[src/rtl/mux4_rr_arbiter_pkg.sv]
// Shared types and constants for the 4-requester round-robin mux arbiter.
package mux4_rr_arbiter_pkg;

  localparam int NUM_REQ = 4;

  // Arbiter phases: hand out a grant, hold it, then open a gap before the next owner.
  typedef enum logic [1:0] {
    ST_IDLE    = 2'd0,
    ST_OWN     = 2'd1,
    ST_RELEASE = 2'd2
  } state_e;

  // One-hot grant vector for a requester index.
  function automatic logic [NUM_REQ-1:0] onehot4(input logic [1:0] idx);
    return 4'b0001 << idx;
  endfunction

endpackage

[src/rtl/mux4_rr_arbiter_if.sv]
// Requester-side bundle of the shared mux path: requests and data in, grants and muxed beat out.
interface mux4_rr_arbiter_if #(
  parameter int WIDTH = 32
);
  logic [3:0]       req;
  logic [WIDTH-1:0] in_data0;
  logic [WIDTH-1:0] in_data1;
  logic [WIDTH-1:0] in_data2;
  logic [WIDTH-1:0] in_data3;
  logic [3:0]       gnt;
  logic             sel_s0;
  logic             sel_s1;
  logic             out_valid;
  logic [WIDTH-1:0] out_data;
  logic             busy;

  // Requesters drive requests and data and observe the arbiter results.
  modport master (
    output req, in_data0, in_data1, in_data2, in_data3,
    input  gnt, sel_s0, sel_s1, out_valid, out_data, busy
  );

  // The arbiter consumes requests and data and drives the results.
  modport slave (
    input  req, in_data0, in_data1, in_data2, in_data3,
    output gnt, sel_s0, sel_s1, out_valid, out_data, busy
  );
endinterface

[src/rtl/mux4_rr_arbiter_mux_cell.sv]
// 1-bit gate-level 4:1 mux cell; s1 selects the upper pair, s0 the member of the pair.
module mux4_rr_arbiter_mux_cell (
  input  wire i_d0,
  input  wire i_d1,
  input  wire i_d2,
  input  wire i_d3,
  input  wire i_s0,
  input  wire i_s1,
  output wire o_y
);

  wire w_ns0;
  wire w_ns1;
  wire w_t0;
  wire w_t1;
  wire w_t2;
  wire w_t3;

  not g_ns0 (w_ns0, i_s0);
  not g_ns1 (w_ns1, i_s1);
  and g_t0  (w_t0, i_d0, w_ns1, w_ns0);
  and g_t1  (w_t1, i_d1, w_ns1, i_s0);
  and g_t2  (w_t2, i_d2, i_s1,  w_ns0);
  and g_t3  (w_t3, i_d3, i_s1,  i_s0);
  or  g_y   (o_y, w_t0, w_t1, w_t2, w_t3);

endmodule

[src/rtl/mux4_rr_arbiter_rr_pick4.sv]
// Combinational round-robin picker: first asserted request at or after ptr, wrapping 3->0.
module mux4_rr_arbiter_rr_pick4 (
  input  logic [3:0] i_req,
  input  logic [1:0] i_ptr,
  output logic       o_found,
  output logic [1:0] o_idx
);

  logic [1:0] w_cand;

  // Scan from the farthest offset down to ptr itself so the nearest request wins last.
  always_comb begin
    o_found = |i_req;
    o_idx   = '0;
    w_cand  = '0;
    for (int k = 3; k >= 0; k--) begin
      w_cand = i_ptr + 2'(k);
      if (i_req[w_cand]) begin
        o_idx = w_cand;
      end
    end
  end

endmodule

[src/rtl/mux4_rr_arbiter.sv]
// Round-robin arbiter owning a shared WIDTH-bit 4:1 mux path; registers grants, selects and the muxed beat.
module mux4_rr_arbiter
  import mux4_rr_arbiter_pkg::*;
#(
  parameter int WIDTH    = 32,
  parameter int MAX_HOLD = 8,
  parameter int HOLD_W   = 4
) (
  input  logic              clk,
  input  logic              rst_n,
  mux4_rr_arbiter_if.slave  bus
);

  // Last cycle an owner may keep the path while someone else waits, and the counter ceiling.
  localparam logic [HOLD_W-1:0] HOLD_LAST = HOLD_W'(MAX_HOLD - 1);
  localparam logic [HOLD_W-1:0] HOLD_MAX  = HOLD_W'(MAX_HOLD);

  state_e               r_state;
  logic [1:0]           r_owner;
  logic [1:0]           r_ptr;
  logic [HOLD_W-1:0]    r_hold;
  logic [NUM_REQ-1:0]   r_gnt;
  logic                 r_sel_s0;
  logic                 r_sel_s1;
  logic                 r_valid;
  logic [WIDTH-1:0]     r_data;

  logic                 w_found;
  logic [1:0]           w_idx;
  logic                 w_owner_req;
  logic                 w_others;
  logic                 w_beat;
  logic [WIDTH-1:0]     w_mux;

  mux4_rr_arbiter_rr_pick4 u_pick (
    .i_req   (bus.req),
    .i_ptr   (r_ptr),
    .o_found (w_found),
    .o_idx   (w_idx)
  );

  assign w_owner_req = bus.req[r_owner];
  assign w_others    = |(bus.req & ~onehot4(r_owner));
  assign w_beat      = (r_state == ST_OWN) && w_owner_req;

  // Shared datapath: one gate-level mux cell per data bit, steered by the registered selects.
  genvar gi;
  generate
    for (gi = 0; gi < WIDTH; gi++) begin : g_mux
      mux4_rr_arbiter_mux_cell u_cell (
        .i_d0 (bus.in_data0[gi]),
        .i_d1 (bus.in_data1[gi]),
        .i_d2 (bus.in_data2[gi]),
        .i_d3 (bus.in_data3[gi]),
        .i_s0 (r_sel_s0),
        .i_s1 (r_sel_s1),
        .o_y  (w_mux[gi])
      );
    end
  endgenerate

  // Ownership FSM: grant on IDLE->OWN, hold until the owner drops or the hold limit forces a release.
  always_ff @(posedge clk or negedge rst_n) begin
    if (!rst_n) begin
      r_state  <= ST_IDLE;
      r_owner  <= '0;
      r_ptr    <= '0;
      r_hold   <= '0;
      r_gnt    <= '0;
      r_sel_s0 <= 1'b0;
      r_sel_s1 <= 1'b0;
    end else begin
      case (r_state)
        ST_IDLE: begin
          if (w_found) begin
            r_owner  <= w_idx;
            r_gnt    <= onehot4(w_idx);
            r_sel_s0 <= w_idx[0];
            r_sel_s1 <= w_idx[1];
            r_hold   <= '0;
            r_state  <= ST_OWN;
          end
        end
        ST_OWN: begin
          if (r_hold != HOLD_MAX) begin
            r_hold <= r_hold + HOLD_W'(1);
          end
          // A saturated counter still counts as past the limit, so a late contender cannot starve.
          if (!w_owner_req || ((r_hold >= HOLD_LAST) && w_others)) begin
            r_gnt   <= '0;
            r_state <= ST_RELEASE;
          end
        end
        ST_RELEASE: begin
          r_ptr   <= r_owner + 2'd1;
          r_state <= ST_IDLE;
        end
        default: begin
          r_gnt   <= '0;
          r_state <= ST_IDLE;
        end
      endcase
    end
  end

  // Output beat register: capture the owner's data whenever it presents a beat, otherwise hold.
  always_ff @(posedge clk or negedge rst_n) begin
    if (!rst_n) begin
      r_valid <= 1'b0;
      r_data  <= '0;
    end else begin
      r_valid <= w_beat;
      if (w_beat) begin
        r_data <= w_mux;
      end
    end
  end

  assign bus.gnt       = r_gnt;
  assign bus.sel_s0    = r_sel_s0;
  assign bus.sel_s1    = r_sel_s1;
  assign bus.out_valid = r_valid;
  assign bus.out_data  = r_data;
  assign bus.busy      = (r_state != ST_IDLE);

endmodule

[src/flat_wrapper.sv]
// flat-port wrapper written by rule: the top's interface ports become plain ports
module mux4_rr_arbiter_flat import mux4_rr_arbiter_pkg::*;
#(
  parameter int WIDTH    = 32,
  parameter int MAX_HOLD = 8,
  parameter int HOLD_W   = 4
)
  (clk, rst_n, bus_req, bus_in_data0, bus_in_data1, bus_in_data2, bus_in_data3, bus_gnt, bus_sel_s0, bus_sel_s1, bus_out_valid, bus_out_data, bus_busy);
  mux4_rr_arbiter_if #(.WIDTH(WIDTH)) bus_i ();
  input  logic clk;
  input  logic rst_n;
  input wire logic [$bits(bus_i.req)-1:0] bus_req;
  input wire logic [$bits(bus_i.in_data0)-1:0] bus_in_data0;
  input wire logic [$bits(bus_i.in_data1)-1:0] bus_in_data1;
  input wire logic [$bits(bus_i.in_data2)-1:0] bus_in_data2;
  input wire logic [$bits(bus_i.in_data3)-1:0] bus_in_data3;
  output wire logic [$bits(bus_i.gnt)-1:0] bus_gnt;
  output wire logic [$bits(bus_i.sel_s0)-1:0] bus_sel_s0;
  output wire logic [$bits(bus_i.sel_s1)-1:0] bus_sel_s1;
  output wire logic [$bits(bus_i.out_valid)-1:0] bus_out_valid;
  output wire logic [$bits(bus_i.out_data)-1:0] bus_out_data;
  output wire logic [$bits(bus_i.busy)-1:0] bus_busy;
  assign bus_i.req = bus_req;
  assign bus_i.in_data0 = bus_in_data0;
  assign bus_i.in_data1 = bus_in_data1;
  assign bus_i.in_data2 = bus_in_data2;
  assign bus_i.in_data3 = bus_in_data3;
  assign bus_gnt = bus_i.gnt;
  assign bus_sel_s0 = bus_i.sel_s0;
  assign bus_sel_s1 = bus_i.sel_s1;
  assign bus_out_valid = bus_i.out_valid;
  assign bus_out_data = bus_i.out_data;
  assign bus_busy = bus_i.busy;
  mux4_rr_arbiter #(.WIDTH(WIDTH), .MAX_HOLD(MAX_HOLD), .HOLD_W(HOLD_W)) u_core (.clk(clk), .rst_n(rst_n), .bus(bus_i));
endmodule
[config.mk]
export PLATFORM = sky130hd
export DESIGN_NAME = mux4_rr_arbiter_flat
export DESIGN_NICKNAME = d
export VERILOG_FILES = /design/src/rtl/mux4_rr_arbiter_pkg.sv /design/src/rtl/mux4_rr_arbiter_if.sv /design/src/rtl/mux4_rr_arbiter_mux_cell.sv /design/src/rtl/mux4_rr_arbiter_rr_pick4.sv /design/src/rtl/mux4_rr_arbiter.sv /design/src/flat_wrapper.sv
export SDC_FILE = /design/constraint.sdc
export NUM_CORES = 1
export LEC_CHECK = 0
export ABC_AREA = 0
export CAP_MARGIN = 20
export CORE_ASPECT_RATIO = 1.25
export CORE_MARGIN = 2
export CORE_UTILIZATION = 42
export CTS_CLUSTER_DIAMETER = 80
export DETAILED_ROUTE_END_ITERATION = 7
export PLACE_DENSITY = 0.88
export SKIP_LAST_GASP = 1
export SLEW_MARGIN = 0
export SYNTH_ARGS = -nofsm -noshare
export SYNTH_HDL_FRONTEND = slang
export SYNTH_SLANG_ARGS = --single-unit
[constraint.sdc]
create_clock -name clk -period 4.09 [get_ports clk]
set_clock_uncertainty 0.1 [all_clocks]
set_input_delay 0.818 -clock clk [delete_from_list [all_inputs] [get_ports clk]]
set_output_delay 0.818 -clock clk [all_outputs]
set_load 0.05 [all_outputs]
==> impl_metrics.json, run 1 <==
{
  "yosysTopAreaCellShare_pct": 39.1,
  "worst_pin_slew_ns": 0.914,
  "routed-via-count": 2496,
  "drt_iter0_markers": 90,
  "rows": 34,
  "yosysUniqueCellTypes": 43,
  "via_per_inst": 5.49,
  "cap_violations": 0,
  "synth_area_um2": 3010,
  "cts_resized": 0,
  "timing.rr.start": "u_core.r_owner[0]",
  "syn_avg_cell_area_um2": 15.4,
  "cellPowerDensity_nw_per_um2": 757,
  "cts_buffers": 5,
  "met3_usage_pct": 7.14,
  "clock.fmax_ghz": 0.318,
  "cts_hold_buffers": 0,
  "arrival_ns": 2.23,
  "swShare_pct": 44.9,
  "path_cells": "clkdlybuf4s50_1",
  "seq_power_share_pct": 26.1,
  "fill_cells": 488,
  "r2r_cells": 7,
  "max_stage_delay_ns": 0.97,
  "setup_viol": 0,
  "internal_power_mw": 2.03,
  "peakVddDrop_v": 0.000435,
  "synthCells": 195,
  "dp_hpwl_um": 7280,
  "whs_ns": 0.323,
  "final_max_slew_viol_count": 0,
  "clk_pin_slew_ns": 0.09,
  "ys_seq_area_share_pct": 39.1,
  "root_buffer": "clkbuf_8",
  "antenna_found_initial": 0,
  "cp-end-kind": "primary output",
  "coreArea_um2": 6930,
  "firstDrtPassIters": 4,
  "cts_tree": "yes",
  "postPlaceCellArea_um2": 4740,
  "p_sw_mw": 1.65,
  "layout-drive-gt1-share_pct": 23.3,
  "initial_utilization_pct": 43.4,
  "syn_nets": 335,
  "max-slew-margin-rel_pct": 39.1,
  "period_share_pct": 77.0,
  "die_w_um": 79.7,
  "synth_edf_count": 0,
  "cts.path.max_buffers": 2,
  "stdcell_area_um2": 4860,
  "hold_path_class": "input port to asynchronous set/reset pin",
  "io_buffers": 173,
  "global_route.usage.met2_pct": 43.2,
  "status": "finished clean",
  "critPathLaunchType": "flip-flop",
  "fin_cells": 455,
  "reg2reg_to": "u_core.bus.gnt[1]",
  "grt_max_degree": 48,
  "min_period_ns": 3.15,
  "place_ws_ns": 1.24,
  "grt_overflow_total": 0,
  "regArea_um2": 1180,
  "synthArstFlopShare_pct": 100,
  "worst-path-buf-inv": 1,
  "nets": 504,
  "dp_cells": 446,
  "grt_pass1_vias": 2672,
  "avgRoutedWirePerCell_um": 20.1,
  "post-route-drc-count": 0,
  "setup_ws_ns": 0.942,
  "reg2reg_slack_ns": 1.50,
  "yosysMostFrequentCell": "dfrtp_1",
  "yosys.area.top_type": "dfrtp_1",
  "yosys_warnings": 0,
  "power_frac_comb_pct": 65.7,
  "area_growth_pct": 61.7,
  "cts_sinks": 47,
  "dieHeight_um": 98.6,
  "cp_slowest_cell": "dfrtp_2",
  "final_hold_viol_count": 0,
  "crit_family": "flip-flops",
  "ys_top_cells_by_area": "dfrtp_1, mux4_2, mux2_4, ha_1, buf_12",
  "crit_type": "flip-flop to primary output",
  "grt.total_usage_pct": 23.2,
  "diodes": 0,
  "gp_congestion": 0.849,
  "utilization_pct": 70.1,
  "post_cts_buffers": 0,
  "ys_ff_latch": 47,
  "ys_dominant_reg_cell": "dfrtp_1",
  "grtUsageMet1_pct": 25.0,
  "io_pins": 174,
  "cts_max_level": 2,
  "p_total_mw": 3.68,
  "p_leak_nw": 1.94,
  "rsz0062_at_grt": "false",
  "fp.dieArea_um2": 7860,
  "setup-tns-final_ns": 0,
  "ant_nets": 0,
  "path_max_fanout": 39,
  "worstPathRequired_ns": 3.17,
  "multi_input_area_um2": 1680,
  "p_clk_share_pct": 8.2,
  "ys_top_cells_by_count": "dfrtp_1, mux4_2, mux2_4",
  "routed_wl_um": 9140,
  "top_usage_layer": "met2",
  "clk_latency_ns": 0.29,
  "grt_pass1_wl_um": 13900
}
-- area by class of cell --
class                      count  area share [%]
multi-input combinational    127            34.6
timing repair buffer         175            36.1
inverter                       8           0.721
sequential                    47            24.2
clock buffer                   8            2.06
tap                           90            2.32
-- routing by layer --
metal	wire [um]	vias to the layer above
li1	-	1102
met1	3170	1263
met2	4950	119
met3	875	12
met4	144	0
met5	0	-
-- flip-flops by register name (all words and copies together) (netlist names) --
name	cells
u_core.r_ptr	2
u_core.bus.sel_s1	1
u_core.bus.out_data	32
u_core.r_owner	1
u_core.r_hold	4
u_core.r_state	2
u_core.bus.out_valid	1
u_core.bus.gnt	4
-- how the worst max path moves through the flow --
stage,start,to,slack [ns],cells after the start
after global routing,u_core.bus.sel_s1,bus_sel_s1,0.85,1
after global placement,u_core.bus.sel_s1,bus_sel_s1,1.28,1
final,u_core.bus.sel_s1,bus_sel_s1,0.94,1
after floorplan,u_core.bus.sel_s1,u_core.bus.gnt[1],1.58,8
after detailed placement,u_core.bus.sel_s1,bus_sel_s1,1.24,1
after CTS,u_core.bus.sel_s1,bus_sel_s1,0.92,1
-- power groups by stage --
stage	Clock, mW	Sequential [mW]	Combinational (mW)
after floorplan	0	1.51	1.19
after global placement	0	0.957	2.38
after detailed placement	0	0.971	2.43
after CTS	0.310	0.964	2.44
after global routing	0.331	1.00	2.53
final	0.303	0.961	2.42
-- worst reg2reg max path: cells and delay by family, from the launching register on --
family / cells / cell delay [ns]
flip-flops: 1 / 0.74
AND/OR/NAND/NOR: 1 / 0.14
buffers and inverters: 2 / 0.60
AO/OA/AOI/OAI: 3 / 0.72
adder cells (fa/ha/maj): 1 / 0.20
-- logic make-up (layout without fill, tap and decap cells) --
logic type	after synthesis	after routing	synth area share (%)
xor+xnor	1	1	0.291
simple gates	27	27	5.37
compound gates	24	24	6.41
fa+ha+maj	6	6	2.50
buf+inv	21	191	4.99
mux	69	69	41.3
flops	47	47	39.1
-- placed cells by master, fill, tap and decap left out, types with 2 or more instances in the layout --
cell type          n
a21oi_1            3
a22o_1             3
clkbuf_8           7
clkdlybuf4s50_1  172
dfrtp_1           45
dfrtp_2            2
ha_1               6
inv_1              7
mux2_2             5
mux2_4            29
mux2i_1            3
mux4_2            32
nand2_1            4
nand2b_1           6
nor2_1             6
o21ai_0            5
o2bb2ai_1          3
Note: power is estimated with default switching activity, not from simulation.
==> run 2, diff against run 1 <==
- CORE_UTILIZATION: 42 -> 39
- PLACE_DENSITY: 0.88 -> 0.82
- clock period: 4.09 -> 3.1 ns (I/O delays scaled with it)
==> run 2 against run 1 <==
Critical path depth is the same. Sequential share of layout area down 0.12 points. Combinational power is 36% higher. Critical endpoint unchanged. Via count down 3.6%. Global-route usage fell by 3.1 points. Worst setup slack lost 0.48 ns.
==> impl_metrics.json, run 2 (synthesis results as in run 1) <==
{
  "swShare_pct": 44.5,
  "max-slew-margin-rel_pct": 47.9,
  "hold_path_class": "input port to asynchronous set/reset pin",
  "setup-tns-final_ns": 0,
  "grt.total_usage_pct": 20.1,
  "p_clk_share_pct": 9.0,
  "layout-drive-gt1-share_pct": 24.2,
  "worst_pin_slew_ns": 0.782,
  "grt_pass1_wl_um": 12800,
  "post-route-drc-count": 0,
  "worst-path-buf-inv": 1,
  "clk_pin_slew_ns": 0.08,
  "nets": 507,
  "p_total_mw": 4.90,
  "antenna_found_initial": 0,
  "whs_ns": 0.301,
  "final_cell_mix": "clkdlybuf4s50_1, dfrtp_1, mux4_2",
  "path_cells": "clkdlybuf4s50_1",
  "arrival_ns": 1.91,
  "routed-via-count": 2405,
  "cts_sinks": 47,
  "crit_type": "flip-flop to primary output",
  "p_sw_mw": 2.18,
  "rsz0062_at_grt": "false",
  "io_pins": 174,
  "seq_power_share_pct": 24.1,
  "cp_slowest_cell": "clkdlybuf4s50_1",
  "grt_overflow_total": 0,
  "largest_register_ffs": 32,
  "grt_pass1_vias": 2615,
  "critPathLaunchType": "flip-flop",
  "clk_latency_ns": 0.29,
  "cp-end-kind": "primary output",
  "cts_resized": 0,
  "cts_max_level": 2,
  "firstDrtPassIters": 4,
  "cts.path.max_buffers": 2,
  "die_w_um": 82.5,
  "rows": 35,
  "p_leak_nw": 1.95,
  "peakVddDrop_v": 0.000802,
  "min_period_ns": 2.63,
  "routed_wl_um": 8620,
  "status": "finished clean",
  "power_frac_comb_pct": 66.9,
  "root_buffer": "clkbuf_8",
  "dieHeight_um": 102,
  "dp_hpwl_um": 7010,
  "setup_viol": 0,
  "internal_power_mw": 2.72,
  "coreArea_um2": 7440,
  "cts_buffers": 5,
  "via_per_inst": 5.23,
  "max_stage_delay_ns": 0.91,
  "final_max_slew_viol_count": 0,
  "avgRoutedWirePerCell_um": 18.7,
  "final_common_cell": "clkdlybuf4s50_1",
  "grt_max_degree": 37,
  "fp.dieArea_um2": 8430,
  "gp_congestion": 0.819,
  "cts_tree": "yes",
  "initial_utilization_pct": 40.4,
  "fill_cells": 561,
  "ant_nets": 0,
  "crit_family": "buffers and inverters",
  "path_max_fanout": 22,
  "diodes": 0,
  "area_growth_pct": 62.5,
  "utilization_pct": 65.6,
  "final_hold_viol_count": 0,
  "clock.fmax_ghz": 0.380,
  "cap_violations": 0,
  "post_cts_buffers": 0,
  "worstPathRequired_ns": 2.38,
  "cellPowerDensity_nw_per_um2": 1000,
  "period_share_pct": 85.0,
  "drt_iter0_markers": 83,
  "cts_hold_buffers": 0,
  "io_buffers": 173
}
## run 2: cell types whose count changed in the layout (fill, tap and decap cells not counted)
cell,delta
buf_4,+4
clkbuf_8,-2
clkinv_4,+1
bufinv_16,+1
clkinv_2,+1
clkbuf_1,-1
buf_12,-1
## run 2: metrics by stage
step,setup WS (ns),area (um^2),std cells
after global placement,0.522,4770,452
after floorplan,0.592,3010,195
after global routing,0.412,4890,460
final,0.466,4890,460
after detailed placement,0.453,4770,452
after CTS,0.462,4890,460
## run 2: per-layer routing
metal  up-vias  part of all wire [%]  GRT usage, %
li1       1108                     -             -
met1      1183                    36          22.8
met2       102                    53          38.4
met3        12                   8.6          3.45
met4         0                   1.5          5.04
met5         -                     0             0
## run 2: worst paths after layout
kind	from	end	slack, ns	cells past startpoint
max	u_core.bus.sel_s1	bus_sel_s1	0.47	1
min	rst_n	u_core.bus.out_data[27]	0.30	1
max reg2reg	u_core.bus.sel_s1	u_core.bus.out_data[22]	0.95	4
min reg2reg	u_core.bus.gnt[0]	u_core.bus.gnt[0]	0.41	1
max in group asynchronous	rst_n	u_core.bus.out_data[11]	1.97	2
min in group clk	u_core.bus.gnt[0]	u_core.bus.gnt[0]	0.41	1
## run 2: power groups by stage
stage | clock (mW) | sequential, mW | combinational [mW]
floorplan | 0 | 1.99 | 1.57
global placement | 0 | 1.18 | 3.24
detailed placement | 0 | 1.19 | 3.31
CTS | 0.454 | 1.18 | 3.32
global route | 0.478 | 1.22 | 3.45
finish | 0.443 | 1.18 | 3.28
## run 2: cell type report
| cell class | count | area (um^2) | area share [%] |
|---|---|---|---|
| Clock buffer | 5 | 68.8 | 1.41 |
| Clock inverter | 3 | 43.8 | 0.896 |
| Inverter | 8 | 35.0 | 0.717 |
| Multi-Input combinational cell | 127 | 1680 | 34.4 |
| Sequential cell | 47 | 1180 | 24.1 |
| Tap cell | 92 | 115 | 2.36 |
| Timing Repair Buffer | 178 | 1760 | 36.1 |
## run 2: worst reg2reg max path, delay by kind of cell, from the launching register on
| kind | cells | cell delay (ns) |
|---|---|---|
| multiplexers | 2 | 0.74 |
| flip-flops | 1 | 0.70 |
| buffers and inverters | 1 | 0.30 |
| AO/OA/AOI/OAI | 1 | 0.21 |
==> run 3, diff against run 2 <==
- clock period: 3.1 -> 2.6 ns (I/O delays scaled with it)
==> run 3 against run 2 <==
Routed wire length is 0.82% lower. Via count is 0.75% higher. Clock power is 24% higher. Non-clock buffer count is 4 higher. Global-route usage is 0.33 points lower. Die area stayed put. Worst setup slack worse by 0.35 ns.
==> impl_metrics.json, run 3 (synthesis results as in run 1) <==
{
  "status": "finished clean",
  "cp-end-kind": "primary output",
  "p_clk_share_pct": 9.3,
  "dieHeight_um": 102,
  "via_per_inst": 5.22,
  "cp_slowest_cell": "clkdlybuf4s50_1",
  "ant_nets": 0,
  "clk_pin_slew_ns": 0.09,
  "clk_latency_ns": 0.30,
  "nets": 511,
  "worst_pin_slew_ns": 0.554,
  "final_common_cell": "clkdlybuf4s50_1",
  "cellPowerDensity_nw_per_um2": 1200,
  "root_buffer": "clkbuf_8",
  "cts_hold_buffers": 0,
  "setup_viol": 0,
  "io_buffers": 173,
  "dp_cells": 456,
  "setup-tns-final_ns": 0,
  "coreArea_um2": 7440,
  "path_max_fanout": 9,
  "grtUsageMet1_pct": 23.1,
  "post_cts_buffers": 0,
  "cap_violations": 0,
  "post-route-drc-count": 0,
  "r2r_cells": 6,
  "cts_max_level": 2,
  "p_sw_mw": 2.63,
  "seq_power_share_pct": 23.5,
  "peakVddDrop_v": 0.000685,
  "die_w_um": 82.5,
  "dp_hpwl_um": 6850,
  "cts.path.max_buffers": 2,
  "layout-drive-gt1-share_pct": 25.5,
  "rows": 35,
  "firstDrtPassIters": 4,
  "met3_usage_pct": 4.86,
  "grt_pass1_wl_um": 12800,
  "arrival_ns": 1.87,
  "fin_cells": 464,
  "final_cell_mix": "clkdlybuf4s50_1, dfrtp_1, mux4_2",
  "final_hold_viol_count": 0,
  "largest_register_ffs": 32,
  "power_frac_comb_pct": 67.2,
  "routed_wl_um": 8550,
  "top_usage_layer": "met2",
  "io_pins": 174,
  "period_share_pct": 95.7,
  "min_period_ns": 2.49,
  "path_cells": "or2_2 -> clkdlybuf4s50_1",
  "crit_type": "flip-flop to primary output",
  "avgRoutedWirePerCell_um": 18.4,
  "swShare_pct": 44.4,
  "cts_resized": 0,
  "antenna_found_initial": 0,
  "clock.fmax_ghz": 0.402,
  "fill_cells": 592,
  "max_stage_delay_ns": 0.72,
  "critPathLaunchType": "flip-flop",
  "cts_tree": "yes",
  "grt_max_degree": 40,
  "cts_sinks": 47,
  "fp.dieArea_um2": 8430,
  "routed-via-count": 2423,
  "diodes": 0,
  "final_max_slew_viol_count": 0,
  "grt_overflow_total": 0,
  "drt_iter0_markers": 103,
  "global_route.usage.met2_pct": 34.6,
  "gp_congestion": 0.855,
  "rsz0062_at_grt": "false",
  "internal_power_mw": 3.29,
  "initial_utilization_pct": 40.4,
  "grt_pass1_vias": 2614,
  "area_growth_pct": 64.3,
  "cts_buffers": 5,
  "worstPathRequired_ns": 1.98,
  "max-slew-margin-rel_pct": 63.0,
  "p_leak_nw": 1.98,
  "grt.total_usage_pct": 19.8,
  "hold_path_class": "input port to asynchronous set/reset pin"
}
## run 3: cell count changes in the layout (fill, tap and decap cells not counted), sizes merged
cell,delta
clkinv,-2
inv,+1
clkdlybuf4s50,-2
buf,+6
clkinvlp,+1
## run 3: power groups by stage
stage | Sequential [mW] | Combinational (mW) | Clock, mW
after floorplan | 2.37 | 1.87 | 0
after global placement | 1.40 | 3.96 | 0
after detailed placement | 1.41 | 4.01 | 0
after CTS | 1.40 | 4.02 | 0.561
after global routing | 1.45 | 4.18 | 0.595
final | 1.39 | 3.98 | 0.550
## run 3: stage by stage
| stage | instance area (um^2) | setup slack, ns | total power, mW | hold slack [ns] | util (%) |
|---|---|---|---|---|---|
| 4_1_cts | 4940 | 0.113 | 5.98 | 0.0279 | 66.3 |
| 6_report | 4940 | 0.112 | 5.92 | 0.0222 | 66.3 |
| 3_3_place_gp | 4820 | 0.243 | 5.36 | 0.356 | 64.8 |
| 2_1_floorplan | 3010 | 0.0925 | 4.24 | 0.124 | - |
| 5_1_grt | 4940 | 0.0612 | 6.23 | 0.0369 | 66.3 |
| 3_5_place_dp | 4820 | 0.201 | 5.42 | 0.362 | 64.8 |
## run 3: area by class of cell
class,count,area (um^2),share of cell area (%)
timing repair buffer,182,1810,36.7
multi-input combinational,127,1680,34.0
sequential,47,1180,23.9
tap,92,115,2.33
clock buffer,5,68.8,1.39
clock inverter,3,46.3,0.937
inverter,8,35.0,0.709
## run 3: metal layers
| metal | part of all wire (%) | vias up |
|---|---|---|
| li1 | - | 1112 |
| met1 | 36 | 1174 |
| met2 | 51 | 113 |
| met3 | 9.8 | 24 |
| met4 | 3.0 | 0 |
| met5 | 0 | - |
## run 3: worst max-delay path: cells and delay by family, from the launching register on
| family | cells | cell delay [ns] |
|---|---|---|
| buffers and inverters | 1 | 0.72 |
| AND/OR/NAND/NOR | 1 | 0.37 |
| flip-flops | 1 | 0.49 |
## run 3: path summary, 6_finish.rpt
| path | startpoint | to | slack [ns] |
|---|---|---|---|
| max | u_core.r_state[0] | bus_busy | 0.11 |
| min | rst_n | u_core.bus.out_data[27] | 0.02 |
| max reg2reg | u_core.bus.sel_s1 | u_core.bus.gnt[1] | 0.53 |
| min reg2reg | u_core.bus.gnt[0] | u_core.bus.gnt[0] | 0.40 |
| max in group asynchronous | rst_n | u_core.bus.sel_s1 | 1.75 |
| min in group clk | u_core.bus.gnt[0] | u_core.bus.gnt[0] | 0.40 |
